<file path="src/rtl/alu_pkg.sv">
`default_nettype none
// ---------------------------------------------------------------------------
// alu_pkg : op encodings, sequencer state type and default width
// Rev 1.0
// ---------------------------------------------------------------------------
package alu_pkg;

  localparam int W_DEFAULT = 32;

  localparam logic [1:0] OP_ADD = 2'b00;
  localparam logic [1:0] OP_SUB = 2'b01;
  localparam logic [1:0] OP_MUL = 2'b10;
  localparam logic [1:0] OP_DIV = 2'b11;

  typedef enum logic [2:0] {
    ST_IDLE    = 3'd0,
    ST_ADD     = 3'd1,
    ST_MUL     = 3'd2,
    ST_DIV     = 3'd3,
    ST_DIV_FIX = 3'd4,
    ST_DONE    = 3'd5
  } state_e;

endpackage
`default_nettype wire

</file>
<file path="src/rtl/alu_seq_ctrl_if.sv">
`default_nettype none
// ---------------------------------------------------------------------------
// alu_seq_ctrl_if : request / result bundle between decode and the sequencer
// Rev 1.0
// ---------------------------------------------------------------------------
interface alu_seq_ctrl_if #(
  parameter int W = alu_pkg::W_DEFAULT
);

  logic         start;
  logic [1:0]   op;
  logic [W-1:0] a;
  logic [W-1:0] b;
  logic         ready;
  logic         done;
  logic [W-1:0] result_lo;
  logic [W-1:0] result_hi;
  logic         cout;
  logic         div_zero;

  modport master (
    output start, op, a, b,
    input  ready, done, result_lo, result_hi, cout, div_zero
  );

  modport slave (
    input  start, op, a, b,
    output ready, done, result_lo, result_hi, cout, div_zero
  );

endinterface
`default_nettype wire

</file>
<file path="src/rtl/alu_seq_ctrl_shared_adder.sv">
`default_nettype none
// ---------------------------------------------------------------------------
// shared_adder : plain N-bit combinational adder with carry in/out
// Rev 1.0
// ---------------------------------------------------------------------------
module shared_adder #(
  parameter int N = 34
) (
  input  logic [N-1:0] a,
  input  logic [N-1:0] b,
  input  logic         cin,
  output logic [N-1:0] sum,
  output logic         cout
);

  assign {cout, sum} = {1'b0, a} + {1'b0, b} + {{N{1'b0}}, cin};

endmodule
`default_nettype wire

</file>
<file path="src/rtl/alu_seq_ctrl.sv">
`default_nettype none
// ---------------------------------------------------------------------------
// alu_seq_ctrl : add/sub, Booth multiply and non-restoring divide sharing
//                a single (W+2)-bit adder, one iteration per cycle
// Rev 1.0
// ---------------------------------------------------------------------------
module alu_seq_ctrl
  import alu_pkg::*;
#(
  parameter int W = W_DEFAULT
) (
  input  logic          clk,
  input  logic          rst_n,
  alu_seq_ctrl_if.slave bus
);

  localparam int            N        = W + 2;
  localparam int            CW       = (W > 1) ? $clog2(W) : 1;
  localparam logic [CW-1:0] CNT_LAST = CW'(W - 1);

  state_e        state_q, state_d;
  logic          sub_q, sub_d;
  logic [N-1:0]  p_q, p_d;
  logic [W-1:0]  q_q, q_d;
  logic [W-1:0]  m_q, m_d;
  logic          qm1_q, qm1_d;
  logic [CW-1:0] cnt_q, cnt_d;
  logic [W-1:0]  lo_q, lo_d;
  logic [W-1:0]  hi_q, hi_d;
  logic          cout_q, cout_d;
  logic          dz_q, dz_d;

  logic [N-1:0]  add_a, add_b, add_sum;
  logic          add_cin, add_cout_unused;
  logic [W-1:0]  m_x;
  logic [N-1:0]  m_sext, m_zext;
  logic          booth_add, booth_sub, cnt_last;

  // q holds A (or the multiplier), m holds B (or the multiplicand)
  assign m_x       = m_q ^ {W{sub_q}};
  assign m_sext    = {{2{m_q[W-1]}}, m_q};
  assign m_zext    = {2'b00, m_q};
  assign booth_add = ~q_q[0] & qm1_q;
  assign booth_sub = q_q[0] & ~qm1_q;
  assign cnt_last  = (cnt_q == CNT_LAST);

  always_comb begin
    add_a   = '0;
    add_b   = '0;
    add_cin = 1'b0;
    case (state_q)
      ST_ADD: begin
        add_a   = {{2{q_q[W-1]}}, q_q};
        add_b   = {{2{m_x[W-1]}}, m_x};
        add_cin = sub_q;
      end
      ST_MUL: begin
        add_a = p_q;
        if (booth_add) begin
          add_b = m_sext;
        end else if (booth_sub) begin
          add_b   = ~m_sext;
          add_cin = 1'b1;
        end
      end
      ST_DIV: begin
        // shifted remainder 2R+q_msb is exact in N bits
        add_a = {p_q[W:0], q_q[W-1]};
        if (!p_q[N-1]) begin
          add_b   = ~m_zext;
          add_cin = 1'b1;
        end else begin
          add_b = m_zext;
        end
      end
      ST_DIV_FIX: begin
        add_a = p_q;
        if (p_q[N-1]) add_b = m_zext;
      end
      default: ;
    endcase
  end

  shared_adder #(.N(N)) u_adder (
    .a    (add_a),
    .b    (add_b),
    .cin  (add_cin),
    .sum  (add_sum),
    .cout (add_cout_unused)
  );

  always_comb begin
    state_d = state_q;
    sub_d   = sub_q;
    p_d     = p_q;
    q_d     = q_q;
    m_d     = m_q;
    qm1_d   = qm1_q;
    cnt_d   = cnt_q;
    lo_d    = lo_q;
    hi_d    = hi_q;
    cout_d  = cout_q;
    dz_d    = dz_q;
    case (state_q)
      ST_IDLE: begin
        if (bus.start) begin
          sub_d  = (bus.op == OP_SUB);
          p_d    = '0;
          qm1_d  = 1'b0;
          cnt_d  = '0;
          cout_d = 1'b0;
          dz_d   = 1'b0;
          case (bus.op)
            OP_MUL: begin
              q_d     = bus.b;
              m_d     = bus.a;
              state_d = ST_MUL;
            end
            OP_DIV: begin
              q_d = bus.a;
              m_d = bus.b;
              if (bus.b == '0) begin
                dz_d    = 1'b1;
                lo_d    = '1;
                hi_d    = bus.a;
                state_d = ST_DONE;
              end else begin
                state_d = ST_DIV;
              end
            end
            default: begin
              q_d     = bus.a;
              m_d     = bus.b;
              state_d = ST_ADD;
            end
          endcase
        end
      end
      ST_ADD: begin
        lo_d    = add_sum[W-1:0];
        hi_d    = {W{add_sum[W]}};
        // carry into bit W recovered from the sign-extended sum
        cout_d  = add_sum[W] ^ add_a[W] ^ add_b[W];
        state_d = ST_DONE;
      end
      ST_MUL: begin
        p_d   = {add_sum[N-1], add_sum[N-1:1]};
        q_d   = {add_sum[0], q_q[W-1:1]};
        qm1_d = q_q[0];
        if (cnt_last) begin
          cnt_d   = '0;
          lo_d    = {add_sum[0], q_q[W-1:1]};
          hi_d    = add_sum[W:1];
          state_d = ST_DONE;
        end else begin
          cnt_d = cnt_q + 1'b1;
        end
      end
      ST_DIV: begin
        p_d = add_sum;
        q_d = {q_q[W-2:0], ~add_sum[N-1]};
        if (cnt_last) begin
          cnt_d   = '0;
          state_d = ST_DIV_FIX;
        end else begin
          cnt_d = cnt_q + 1'b1;
        end
      end
      ST_DIV_FIX: begin
        p_d     = add_sum;
        lo_d    = q_q;
        hi_d    = add_sum[W-1:0];
        state_d = ST_DONE;
      end
      ST_DONE: state_d = ST_IDLE;
      default: state_d = ST_IDLE;
    endcase
  end

  always_ff @(posedge clk or negedge rst_n) begin
    if (!rst_n) begin
      state_q <= ST_IDLE;
      sub_q   <= 1'b0;
      p_q     <= '0;
      q_q     <= '0;
      m_q     <= '0;
      qm1_q   <= 1'b0;
      cnt_q   <= '0;
      lo_q    <= '0;
      hi_q    <= '0;
      cout_q  <= 1'b0;
      dz_q    <= 1'b0;
    end else begin
      state_q <= state_d;
      sub_q   <= sub_d;
      p_q     <= p_d;
      q_q     <= q_d;
      m_q     <= m_d;
      qm1_q   <= qm1_d;
      cnt_q   <= cnt_d;
      lo_q    <= lo_d;
      hi_q    <= hi_d;
      cout_q  <= cout_d;
      dz_q    <= dz_d;
    end
  end

  assign bus.ready     = (state_q == ST_IDLE);
  assign bus.done      = (state_q == ST_DONE);
  assign bus.result_lo = lo_q;
  assign bus.result_hi = hi_q;
  assign bus.cout      = cout_q;
  assign bus.div_zero  = dz_q;

endmodule
`default_nettype wire
</file>
<file path="src/flat_wrapper.sv">
// flat-port wrapper written by rule: the top's interface ports become plain ports
module alu_seq_ctrl_flat import alu_pkg::*;
#(
  parameter int W = W_DEFAULT
)
  (clk, rst_n, bus_start, bus_op, bus_a, bus_b, bus_ready, bus_done, bus_result_lo, bus_result_hi, bus_cout, bus_div_zero);
  alu_seq_ctrl_if #(.W(W)) bus_i ();
  input  logic clk;
  input  logic rst_n;
  input wire logic [$bits(bus_i.start)-1:0] bus_start;
  input wire logic [$bits(bus_i.op)-1:0] bus_op;
  input wire logic [$bits(bus_i.a)-1:0] bus_a;
  input wire logic [$bits(bus_i.b)-1:0] bus_b;
  output wire logic [$bits(bus_i.ready)-1:0] bus_ready;
  output wire logic [$bits(bus_i.done)-1:0] bus_done;
  output wire logic [$bits(bus_i.result_lo)-1:0] bus_result_lo;
  output wire logic [$bits(bus_i.result_hi)-1:0] bus_result_hi;
  output wire logic [$bits(bus_i.cout)-1:0] bus_cout;
  output wire logic [$bits(bus_i.div_zero)-1:0] bus_div_zero;
  assign bus_i.start = bus_start;
  assign bus_i.op = bus_op;
  assign bus_i.a = bus_a;
  assign bus_i.b = bus_b;
  assign bus_ready = bus_i.ready;
  assign bus_done = bus_i.done;
  assign bus_result_lo = bus_i.result_lo;
  assign bus_result_hi = bus_i.result_hi;
  assign bus_cout = bus_i.cout;
  assign bus_div_zero = bus_i.div_zero;
  alu_seq_ctrl #(.W(W)) u_core (.clk(clk), .rst_n(rst_n), .bus(bus_i));
endmodule
</file>
<file path="config.mk">
export PLATFORM = sky130hd
export DESIGN_NAME = alu_seq_ctrl_flat
export DESIGN_NICKNAME = d
export VERILOG_FILES = /design/src/rtl/alu_pkg.sv /design/src/rtl/alu_seq_ctrl_if.sv /design/src/rtl/alu_seq_ctrl_shared_adder.sv /design/src/rtl/alu_seq_ctrl.sv /design/src/flat_wrapper.sv
export SDC_FILE = /design/constraint.sdc
export NUM_CORES = 1
export LEC_CHECK = 0
export BUFFER_PORTS_ARGS = -buffer_cell sky130_fd_sc_hd__buf_2
export CAP_MARGIN = 20
export CORE_ASPECT_RATIO = 1.5
export CORE_MARGIN = 3
export CORE_UTILIZATION = 60
export DETAILED_ROUTE_END_ITERATION = 8
export PLACE_DENSITY = 0.89
export SLEW_MARGIN = 15
export SYNTH_ARGS = -nofsm -noshare
export SYNTH_HDL_FRONTEND = slang
export SYNTH_SLANG_ARGS = --single-unit
export TNS_END_PERCENT = 1
</file>
<file path="constraint.sdc">
create_clock -name clk -period 5.8 [get_ports clk]
set_input_delay 0.58 -clock clk [delete_from_list [all_inputs] [get_ports clk]]
set_output_delay 0.58 -clock clk [all_outputs]
set_load 0.02 [all_outputs]
</file>
==> metrics.cfg <==
[clock_network]
cts.hold.buffers_added = 0
clkLatencyLatePin_ps = 450
cts_buffer_depth = 2
cts_repair_resize_count = 0
clock_sinks = 174
htreeDepth = 4
clkSlewWorstSetupHoldPaths_ps = 80
cts-root-buf = clkbuf_16
cts_tree = done
post_cts_buffers = 0
cts-buffers-inserted = 17

[grt]
antenna_found_initial = 0
grt_usage = 0.411
grt_pass1_wl_um = 76700
first_global_vias = 13809
grt_overflow = 0
grt_max_degree = 104

[floorplanning]
dieArea_um2 = 23800
ios = 137
core_um2 = 21300
die_x_um = 127
num_rows = 65
die_y_um = 187
initial_core_util = 0.617

[synthesis]
synth_top_family_by_area = compound AO/OA/AOI/OAI gates
synth_ff_type = dfrtp_1
ys_warn_count = 0
synth_compound_area_frac = 0.303
syn_area_per_cell_um2 = 7.87
synthArstFlopShare = 1.00
muxShareOfSynthArea = 0.0501
ys_seq_elements = 174
synth_nets = 1808
synth_xor_area_frac = 0.0238
yosysMostFrequentCell = nand2_1
synthCells = 1671
synth.area.top_cells = dfrtp_1 33%, nand2_1 9.9%, o21ai_0 6.8%, ha_1 6.3%, a21oi_1 4.1%
synth.distinct_cells = 79
post-synth-top-area-fraction = 0.331
synth_edf_count = 0
yosys.area_share.simple = 0.176
yosys.area.top_type = dfrtp_1
synth_area_um2 = 13200
synthTopCellsByCount = 348 x nand2_1, 178 x o21ai_0, 174 x dfrtp_1
yosysSeqAreaShare = 0.331
synth_fa_ha_area_frac = 0.0658

[worst_setup_path]
critPathKind = reg -> reg
worstRegToRegCells = 15
arrival_ps = 5610
reg2reg_to = u_core.bus.result_hi[28]
r2r_slack_ps = 530
r2r_start = u_core.state_q[0]
cp.required_ps = 6130
path_max_fanout = 32
timing.critical_path.from_type = flop
startpoint = u_core.state_q[0]
crit_path_end = u_core.bus.result_hi[28]
cp-end-kind = flop

[sta]
slew_headroom = 0.265
report.final.slew_viol_count = 0
setup_tns_ps = 0
fmax_ghz = 0.190
setup_viol = 0
fin_crit_ps = 5270
rsz0062_at_grt = no
timing.final.crit_share = 0.909
worst_slack_ps = 526
worst_slew_pin_slew_ps = 1100
whs_ps = -7.31
hold_violations = 3
finalClockSkew_ps = 9.20

[final_layout]
areaGrowthSynthToFinish_pct = 10.4
num_antenna_cells = 0
fill_cells = 1798
nets = 1858
multi_input_area_um2 = 8180
register_area_um2 = 4360
drive_gt1_frac = 0.158

[placed_design]
place_hpwl_um = 34900
routabilityCongestion = 1.05
preCtsSetupSlack_ps = 268
port_buffers = 136

[routing]
detail_route.wl_per_cell_um = 24.8
final_antenna_net_count = 0
vias = 14335
drtPass1Iterations = 7
drc = 0
routed_wl_um = 49600
via_per_inst = 7.16
drt_iter0_drc = 2338

[run_status]
status = finished with violations
violations = negative hold slack

[min_path]
hp-class = in -> async

[run]
cap_violations = 0

## sequential cells by signal, summed over array words and instances (netlist names)
signal	cells
u_core.bus.div_zero	1
u_core.q_q	32
u_core.bus.cout	1
u_core.qm1_q	1
u_core.state_q	3
u_core.cnt_q	5
u_core.bus.result_hi	32
u_core.bus.result_lo	32
u_core.m_q	32
u_core.p_q	34
u_core.sub_q	1
## how the worst min path moves through the flow
stage                                   from                  endpoint  cells after the start
CTS                                    rst_n           u_core.cnt_q[2]                      1
global placement    u_core.bus.result_lo[29]  u_core.bus.result_lo[29]                      1
floorplan                              rst_n           u_core.bus.cout                      0
finish                                 rst_n           u_core.cnt_q[2]                      1
detailed placement                     rst_n           u_core.cnt_q[2]                      1
global route                           rst_n  u_core.bus.result_lo[25]                      1
## per-stage QoR
step / instances / utilization / hold slack, ps / instance area (um^2)
floorplan: 1671 / - / 284 / 13200
global placement: 1968 / 0.651 / 457 / 13900
detailed placement: 1968 / 0.651 / 466 / 13900
CTS: 2000 / 0.680 / 4.99 / 14500
global route: 2002 / 0.681 / 8.95 / 14500
finish: 2002 / 0.681 / -7.31 / 14500
## cells in the final DEF, fill, tap and decap left out, types with 10 or more instances in the layout
master	Yosys	final
nand3_1	45	45
xor2_1	14	14
buf_2	13	135
dfrtp_1	174	172
o21ai_1	19	18
o21ai_0	178	178
buf_4	2	27
a22oi_1	10	10
mux2i_1	31	31
inv_1	20	20
nor2_1	100	100
clkbuf_16	0	17
nand2_1	348	348
nand4_1	10	10
o22ai_1	41	41
a21oi_1	109	109
a31oi_1	43	43
a211oi_1	37	37
mux2_2	31	31
o211ai_1	42	42
a222oi_1	15	15
ha_1	66	66
a221oi_1	25	25
xnor2_1	18	18
a21o_1	48	48
## routing by layer
layer  share of wire  vias up  track usage
li1                -     6227            -
met3            0.11      375        0.104
met5               0        -            0
met4            0.11        0        0.317
met1            0.32     6627        0.455
met2            0.47     1106        0.669
## critical path, stage by stage (launching register included)
cell,delay (ps)
dfrtp_4,630
inv_2,430
or3_1,250
o32ai_4,110
buf_4,250
o21bai_1,210
fa_1,450
fa_1,440
a211oi_1,390
o211ai_1,200
a21oi_2,280
o211ai_1,230
a21oi_1,220
xor2_1,540
o21ai_0,170
o32a_1,340
## cells by family after synthesis
logic type               count (synthesis)
multiplexers                            62
flip-flops                             174
AO/OA/AOI/OAI                          620
adder cells (fa/ha/maj)                 68
AND/OR/NAND/NOR                        557
XOR/XNOR                                34
buffers and inverters                  156
## area by class of cell
cell class | instances | area share
repair buffers | 166 | 0.0645
flip-flops and latches | 174 | 0.300
clock buffers | 17 | 0.0293
clock inverters | 15 | 0.0134
well taps | 268 | 0.0231
inverters | 21 | 0.00543
multi-input cells | 1341 | 0.564
Power is left out: the tool's default activity adds up to more than one toggle a clock period on the data nets, which glitch-free logic cannot reach.
